$ cat config.mk
export PLATFORM = sky130hd
export DESIGN_NAME = key_debounce
export DESIGN_NICKNAME = d
export VERILOG_FILES = /design/src/rtl/key_debounce.sv
export SDC_FILE = /design/constraint.sdc
export NUM_CORES = 1
export LEC_CHECK = 0
export CAP_MARGIN = 20
export CORE_MARGIN = 2
export CORE_UTILIZATION = 62
export DETAILED_ROUTE_END_ITERATION = 16
export GPL_TIMING_DRIVEN = 0
export PLACE_DENSITY_LB_ADDON = 0.12
export SETUP_SLACK_MARGIN = 0.15
export SLEW_MARGIN = 20
export SYNTH_ARGS = -nofsm -noshare
export SYNTH_HDL_FRONTEND = slang
export SYNTH_SLANG_ARGS = --single-unit
$ cat constraint.sdc
create_clock -name sys_clk -period 3.51 [get_ports sys_clk]
set_clock_uncertainty 0.2 [all_clocks]
set_input_delay 0.5265 -clock sys_clk [delete_from_list [all_inputs] [get_ports sys_clk]]
set_output_delay 0.5265 -clock sys_clk [all_outputs]
set_load 0.01 [all_outputs]
$ cat src/rtl/key_debounce.sv
// key_debounce
// ------------
// Per-key synchronizer, debouncer and event generator for the board push-buttons.
// Raw, bouncing, asynchronous key pins become a clean debounced level plus
// one-cycle press / release / long-press pulses, all in the sys_clk domain.
// Every key channel is fully independent.
//
// Parameters:
//   NUM_KEYS       number of independent key channels
//   DEBOUNCE_CNT   stable cycles needed to accept a change (>= 2)
//   LONG_CNT       cycles held in PRESSED before key_long (> DEBOUNCE_CNT)
//   KEY_ACTIVE_LOW 1: pin at 0 means pressed, 0: pin at 1 means pressed
//
// Ports:
//   sys_clk      in   system clock
//   sys_rst      in   synchronous active-high reset
//   key_in       in   raw asynchronous key pins        [NUM_KEYS]
//   key_state    out  debounced level, 1 = pressed     [NUM_KEYS]
//   key_press    out  one-cycle pulse on accepted press   [NUM_KEYS]
//   key_release  out  one-cycle pulse on accepted release [NUM_KEYS]
//   key_long     out  one-cycle pulse once per hold after LONG_CNT cycles [NUM_KEYS]
//
// All outputs come straight from flops; nothing from key_in reaches them
// combinationally.

module key_debounce #(
    parameter int NUM_KEYS       = 2,
    parameter int DEBOUNCE_CNT   = 1000000,
    parameter int LONG_CNT       = 50000000,
    parameter int KEY_ACTIVE_LOW = 1
) (
    input  logic                sys_clk,
    input  logic                sys_rst,
    input  logic [NUM_KEYS-1:0] key_in,
    output logic [NUM_KEYS-1:0] key_state,
    output logic [NUM_KEYS-1:0] key_press,
    output logic [NUM_KEYS-1:0] key_release,
    output logic [NUM_KEYS-1:0] key_long
);

    localparam int DW = (DEBOUNCE_CNT > 2) ? $clog2(DEBOUNCE_CNT) : 1;
    localparam int LW = (LONG_CNT > 2) ? $clog2(LONG_CNT) : 1;

    localparam logic [DW-1:0] D_MAX = DW'(DEBOUNCE_CNT - 1);
    localparam logic [LW-1:0] L_MAX = LW'(LONG_CNT - 1);

    // Inactive pin level: what the synchronizer holds out of reset, and also
    // the XOR mask that normalises the synchronised pin to 1 = pressed.
    localparam logic PIN_IDLE = (KEY_ACTIVE_LOW != 0) ? 1'b1 : 1'b0;

    typedef enum logic [1:0] {
        S_IDLE         = 2'd0,
        S_PRESS_WAIT   = 2'd1,
        S_PRESSED      = 2'd2,
        S_RELEASE_WAIT = 2'd3
    } state_t;

    genvar k;
    for (k = 0; k < NUM_KEYS; k++) begin : g_key
        logic          sync1_q;
        logic          sync2_q;
        logic          pressed_raw_s;
        state_t        state_q,      state_d;
        logic [DW-1:0] dcnt_q,       dcnt_d;
        logic [LW-1:0] lcnt_q,       lcnt_d;
        logic          long_fired_q, long_fired_d;
        logic          level_q,      level_d;
        logic          press_q,      press_d;
        logic          release_q,    release_d;
        logic          long_q,       long_d;

        assign pressed_raw_s = sync2_q ^ PIN_IDLE;

        // Next-state and event decode for this key's debounce FSM.
        always_comb begin
            state_d      = state_q;
            dcnt_d       = dcnt_q;
            lcnt_d       = lcnt_q;
            long_fired_d = long_fired_q;
            level_d      = level_q;
            press_d      = 1'b0;
            release_d    = 1'b0;
            long_d       = 1'b0;

            case (state_q)
                S_IDLE: begin
                    if (pressed_raw_s) begin
                        state_d = S_PRESS_WAIT;
                        dcnt_d  = '0;
                    end else begin
                        state_d = S_IDLE;
                    end
                end

                S_PRESS_WAIT: begin
                    if (!pressed_raw_s) begin
                        // Bounce: give up silently.
                        state_d = S_IDLE;
                    end else if (dcnt_q == D_MAX) begin
                        state_d      = S_PRESSED;
                        press_d      = 1'b1;
                        level_d      = 1'b1;
                        lcnt_d       = '0;
                        long_fired_d = 1'b0;
                    end else begin
                        dcnt_d = dcnt_q + DW'(1);
                    end
                end

                S_PRESSED: begin
                    // lcnt saturates, so long_fired is what limits the pulse
                    // to once per hold.
                    if ((lcnt_q == L_MAX) && !long_fired_q) begin
                        long_d       = 1'b1;
                        long_fired_d = 1'b1;
                    end else begin
                        long_fired_d = long_fired_q;
                    end

                    if (!pressed_raw_s) begin
                        state_d = S_RELEASE_WAIT;
                        dcnt_d  = '0;
                    end else if (lcnt_q != L_MAX) begin
                        lcnt_d = lcnt_q + LW'(1);
                    end else begin
                        lcnt_d = lcnt_q;
                    end
                end

                S_RELEASE_WAIT: begin
                    if (pressed_raw_s) begin
                        // Release glitch: resume the hold without a new press;
                        // lcnt and long_fired carry on from where they were.
                        state_d = S_PRESSED;
                    end else if (dcnt_q == D_MAX) begin
                        state_d   = S_IDLE;
                        release_d = 1'b1;
                        level_d   = 1'b0;
                    end else begin
                        dcnt_d = dcnt_q + DW'(1);
                    end
                end

                default: begin
                    state_d      = S_IDLE;
                    dcnt_d       = '0;
                    lcnt_d       = '0;
                    long_fired_d = 1'b0;
                    level_d      = 1'b0;
                end
            endcase
        end

        // Synchronizer, FSM state, counters and registered outputs.
        always_ff @(posedge sys_clk) begin
            if (sys_rst) begin
                sync1_q      <= PIN_IDLE;
                sync2_q      <= PIN_IDLE;
                state_q      <= S_IDLE;
                dcnt_q       <= '0;
                lcnt_q       <= '0;
                long_fired_q <= 1'b0;
                level_q      <= 1'b0;
                press_q      <= 1'b0;
                release_q    <= 1'b0;
                long_q       <= 1'b0;
            end else begin
                sync1_q      <= key_in[k];
                sync2_q      <= sync1_q;
                state_q      <= state_d;
                dcnt_q       <= dcnt_d;
                lcnt_q       <= lcnt_d;
                long_fired_q <= long_fired_d;
                level_q      <= level_d;
                press_q      <= press_d;
                release_q    <= release_d;
                long_q       <= long_d;
            end
        end

        assign key_state[k]   = level_q;
        assign key_press[k]   = press_q;
        assign key_release[k] = release_q;
        assign key_long[k]    = long_q;
    end

endmodule
==> flow_summary.html <==
<table>
<tr><th>Metric</th><th>Value</th></tr>
<tr><th colspan="2">Status</th></tr>
<tr><td>Result of the run</td><td>finished clean</td></tr>
<tr><th colspan="2">Power and ir drop</th></tr>
<tr><td>Power density cells</td><td>347 mW/mm2</td></tr>
<tr><td>Sw Ratio</td><td>22.0%</td></tr>
<tr><td>Static leakage</td><td>approximately 1.7 nW</td></tr>
<tr><td>Clock network fraction of total power</td><td>between 30% and 40%</td></tr>
<tr><td>Sequential cell fraction of total power</td><td>a little over three fifths</td></tr>
<tr><td>Comb pwr share</td><td>between 2 and 3%</td></tr>
<tr><td>Max rail drop VDD</td><td>between 200 and 300 uV</td></tr>
<tr><td>Overall power consumption</td><td>between 1.5 and 2 mW</td></tr>
<tr><td>P_sw</td><td>around 0.44 mW</td></tr>
<tr><td>Internal power</td><td>between 1.5 and 2 mW</td></tr>
<tr><th colspan="2">Placed design</th></tr>
<tr><td>Cell total after placement</td><td>757</td></tr>
<tr><td>I/O Buffers</td><td>11</td></tr>
<tr><td>GPL Wtd Cong</td><td>between 0.9 and 1</td></tr>
<tr><td>Cell area reported after detailed placement</td><td>roughly 0.0055 mm2</td></tr>
<tr><td>Worst setup slack before clock tree synthesis</td><td>roughly 0.42 ns</td></tr>
<tr><td>Detailed Place HPWL</td><td>approximately 8000 um</td></tr>
<tr><th colspan="2">Synthesis</th></tr>
<tr><td>Fraction of registers with async set/reset</td><td>0%</td></tr>
<tr><td>Xor-xnor portion of the synthesized cell area</td><td>between 10% and 20%</td></tr>
<tr><td>Syn Std Cell Area</td><td>0.00529 mm2</td></tr>
<tr><td>Post-synth EDFFs</td><td>0</td></tr>
<tr><td>Complex-gate fraction of the synthesized area</td><td>between 10% and 20%</td></tr>
<tr><td>Synthesized instance count</td><td>roughly 640</td></tr>
<tr><td>Synthesis-stage register bit count</td><td>110</td></tr>
<tr><td>Main synth FF type</td><td>dfxtp_1</td></tr>
<tr><td>Distinct cell type count of the synthesized netlist</td><td>58</td></tr>
<tr><td>Adder-cell share of the synthesized area</td><td>0.946%</td></tr>
<tr><td>Combinational family with the most area after synthesis</td><td>simple AND/OR/NAND/NOR gates</td></tr>
<tr><td>Post-synthesis simple-gate area fraction</td><td>29.5%</td></tr>
<tr><td>Multiplexer share of the synthesized area</td><td>less than 1%</td></tr>
<tr><td>Synthesized Nets</td><td>between 600 and 700</td></tr>
<tr><td>YS warnings</td><td>0</td></tr>
<tr><td>Mean post-synth cell area</td><td>between 8 and 9 um2</td></tr>
<tr><td>Sequential cell area fraction in the yosys report</td><td>a little over two fifths</td></tr>
<tr><th colspan="2">CTS</th></tr>
<tr><td>Number of clock sinks</td><td>110</td></tr>
<tr><td>Root Driver</td><td>clkbuf_8</td></tr>
<tr><td>TritonCTS clock tree</td><td>built</td></tr>
<tr><td>Post-cts gate resize count</td><td>0</td></tr>
<tr><td>Number of setup buffers added after CTS</td><td>0</td></tr>
<tr><td>Number of H-tree branching levels</td><td>3</td></tr>
<tr><td>Clock Tree Buf Depth</td><td>2</td></tr>
<tr><td>Number of hold-repair buffers added at the cts stage</td><td>0</td></tr>
<tr><td>Clock latency of the later-clocked register in the worst-skew pair</td><td>0.36 ns</td></tr>
<tr><td>CTS Buf Count</td><td>9</td></tr>
<tr><td>Clock transition at the register clock pins on the worst setup and hold paths after CTS</td><td>approximately 0.090 ns</td></tr>
<tr><th colspan="2">Global routing</th></tr>
<tr><td>Via count of the first global-routing pass</td><td>between 4000 and 5000</td></tr>
<tr><td>Overall Global Routing Usage</td><td>a little over a quarter</td></tr>
<tr><td>Met2 global-route usage</td><td>between 40% and 50%</td></tr>
<tr><td>Antenna violations before repair</td><td>0</td></tr>
<tr><td>Global-route wire length before repair</td><td>19200 um</td></tr>
<tr><td>Pin count of the biggest net entering global routing</td><td>17</td></tr>
<tr><td>Busiest layer in global routing</td><td>met2</td></tr>
<tr><td>GR met1 Demand/Resource</td><td>33.3%</td></tr>
<tr><td>Remaining global-route overflow</td><td>0</td></tr>
<tr><td>Met3 usage in global routing</td><td>around 5.9%</td></tr>
<tr><th colspan="2">Die</th></tr>
<tr><td>Core ar.</td><td>between 0.008 and 0.009 mm2</td></tr>
<tr><td>I/O pin total</td><td>12</td></tr>
<tr><td>Die width</td><td>roughly 96 um</td></tr>
<tr><td>Initial Utilization</td><td>between 60% and 70%</td></tr>
<tr><td>Die outline area</td><td>0.00929 mm2</td></tr>
<tr><td>Die boundary height</td><td>96.4 um</td></tr>
<tr><td>Number of placement rows</td><td>33</td></tr>
<tr><th colspan="2">Route</th></tr>
<tr><td>Total number of vias</td><td>~4600</td></tr>
<tr><td>Post-route ant nets</td><td>0</td></tr>
<tr><td>Total detailed-routing wirelength</td><td>~11000 um</td></tr>
<tr><td>Post-DR wirelength/cell</td><td>approximately 15 um</td></tr>
<tr><td>Final routed DRC violation total</td><td>0</td></tr>
<tr><td>Total iterations of the first detailed-routing run</td><td>5</td></tr>
<tr><td>Mean number of vias per cell</td><td>around 6.0</td></tr>
<tr><td>Number of violations reported at the end of detailed-routing iteration 0</td><td>approximately 220</td></tr>
<tr><th colspan="2">STA</th></tr>
<tr><td>Final-report setup violation count</td><td>0</td></tr>
<tr><td>Minimum clock period</td><td>about 3.0 ns</td></tr>
<tr><td>Portion of the clock cycle consumed by the worst path in the final layout</td><td>86.7%</td></tr>
<tr><td>Hold WS</td><td>between 0.2 and 0.25 ns</td></tr>
<tr><td>Final Hold Vio Count</td><td>0</td></tr>
<tr><td>RSZ-0062 raised after global routing</td><td>false</td></tr>
<tr><td>Final Slew Violations</td><td>0</td></tr>
<tr><td>Setup TNS Final</td><td>0 ns</td></tr>
<tr><td>Achievable frequency</td><td>between 300 and 400 MHz</td></tr>
<tr><td>Transition at the pin with the smallest max-transition slack</td><td>0.985 ns</td></tr>
<tr><td>Max_slew headroom</td><td>between 30 and 40%</td></tr>
<tr><td>Post-layout worst setup margin</td><td>approximately 0.47 ns</td></tr>
<tr><th colspan="2">Layout</th></tr>
<tr><td>Final non-filler cell total</td><td>772</td></tr>
<tr><td>Number of inserted filler cells in the final layout</td><td>roughly 700</td></tr>
<tr><td>Post-route standard cell area excluding fillers</td><td>between 0.005 and 0.006 mm2</td></tr>
<tr><td>Final Util</td><td>~69%</td></tr>
<tr><td>Fraction of layout instances using a drive strength above 1</td><td>about 6%</td></tr>
<tr><td>FF/Latch Area</td><td>~0.0022 mm2</td></tr>
<tr><td>Synthesis-to-finish area growth</td><td>7.92%</td></tr>
<tr><td>Diodes inserted</td><td>0</td></tr>
<tr><td>Multi-input combinational cell area</td><td>approximately 0.0029 mm2</td></tr>
<tr><td>NumNets Final</td><td>around 670</td></tr>
<tr><th colspan="2">Critical path</th></tr>
<tr><td>Worst path most repeated cell</td><td>clkbuf_1</td></tr>
<tr><td>Critical Path Sink Type</td><td>register</td></tr>
<tr><td>Crit path largest cell delay</td><td>roughly 0.56 ns</td></tr>
<tr><td>Standard cell with the maximum stage delay on the critical path</td><td>nor4_2</td></tr>
<tr><td>Type of the setup path with the least slack</td><td>register to register</td></tr>
<tr><td>Series of cell instances along the critical path</td><td>or4b_1, nor4_2, nand4_1, nand2b_1, clkbuf_1, clkbuf_1, nor2_1</td></tr>
<tr><td>Number of cells traversed by the worst register-to-register path</td><td>7</td></tr>
<tr><td>Data required time at the worst endpoint</td><td>between 3 and 4 ns</td></tr>
<tr><td>Critical path peak fanout</td><td>10</td></tr>
<tr><td>Startpoint type of the worst setup path</td><td>register</td></tr>
<tr><td>Endpoint arrival time on the critical path</td><td>a little over 3 ns</td></tr>
<tr><th colspan="2">Min path</th></tr>
<tr><td>Hold Crit Class</td><td>register to register</td></tr>
<tr><td>Number of cells on the worst hold path</td><td>1</td></tr>
<tr><th colspan="2">Flow run</th></tr>
<tr><td>Reported max-cap violation count</td><td>0</td></tr>
</table>
## cell usage after synthesis (3+ instances only)
cell	n	share of area, %
nand3_1	37	3.5
nor3b_1	4	0.57
and4_1	3	0.50
nor2_1	99	7.0
or2_2	7	0.83
or3_1	14	1.7
and2_1	3	0.35
buf_2	3	0.28
a311oi_1	6	0.99
xor2_1	20	3.3
ha_1	4	0.95
xnor2_1	43	7.1
nand4_1	19	2.2
a21o_1	4	0.57
a21oi_1	30	2.8
buf_4	9	1.3
mux2i_1	3	0.57
a2111oi_0	3	0.50
nor2b_1	5	0.59
o211ai_1	3	0.43
nor4b_1	4	0.66
nand2b_1	8	0.95
clkbuf_1	19	1.3
nand2_1	50	3.5
or4_1	7	0.99
a211oi_1	13	1.8
nor4_1	8	0.95
or4bb_1	3	0.64
a31oi_1	4	0.47
o21ai_0	23	2.2
inv_1	21	1.5
nor3_1	21	2.0
dfxtp_1	110	42
## flip-flops by register name (all words and copies together) (netlist names), named ones only
name	count
g_key.release_q	2
g_key.level_q	2
g_key.sync2_q	2
g_key.sync1_q	2
g_key.long_fired_q	2
g_key.long_q	2
g_key.press_q	2
g_key.lcnt_q	52
g_key.state_q	2
g_key.dcnt_q	40
## metal layers
metal,vias to the layer above,routed length (um)
li1,2294,-
met4,0,149
met5,-,0
met1,2175,5170
met2,117,5570
met3,15,561
## layout by cell type (no fill, tap or decap), drive strengths merged, types with 21 or more instances in the layout
master,count
o21ai,23
a21oi,30
clkbuf,31
nor3,21
xnor2,43
inv,21
nor2,99
nand3,37
nand2,51
dfxtp,110
## worst max-delay path: cells and delay by family (launching register included)
family	cells	cell delay [ns]
flip-flops	1	0.41
buffers and inverters	2	0.74
AND/OR/NAND/NOR	5	1.58
## cell families (layout without fill, tap and decap cells)
logic type                 after synthesis  in the layout
and+or+nand+nor                        306            306
DFF                                    110            110
AOI/OAI and AO/OA                      102            102
xor gates and xnor gates                63             63
buffers and inverters                   53             79
adders and majority gates                4              4
muxes                                    3              3
## power by group through the flow
stage	Combinational (mW)	Clock, mW	Sequential [mW]
floorplan	0.0361	0	1.28
global placement	0.0552	0	1.28
detailed placement	0.0564	0	1.28
CTS	0.0569	0.688	1.26
global route	0.0631	0.733	1.26
finish	0.0568	0.670	1.26
## final cells by class
type | count | share of cell area (%)
multi-input cells | 478 | 50.2
flip-flops and latches | 110 | 38.6
plain buffers | 32 | 2.76
clock buffers | 12 | 2.54
well taps | 105 | 2.30
repair buffers | 11 | 1.93
inverters | 21 | 1.38
clock inverters | 3 | 0.372
## final timing paths
check                           from                  end  slack [ns]
setup reg to reg  g_key[1].dcnt_q[9]  g_key[1].lcnt_q[24]        0.47
hold reg to reg     g_key[0].sync1_q     g_key[0].sync2_q        0.22
hold / removal      g_key[0].sync1_q     g_key[0].sync2_q        0.22
setup / recovery  g_key[1].dcnt_q[9]  g_key[1].lcnt_q[24]        0.47
Power figures use the tool's default switching activity.
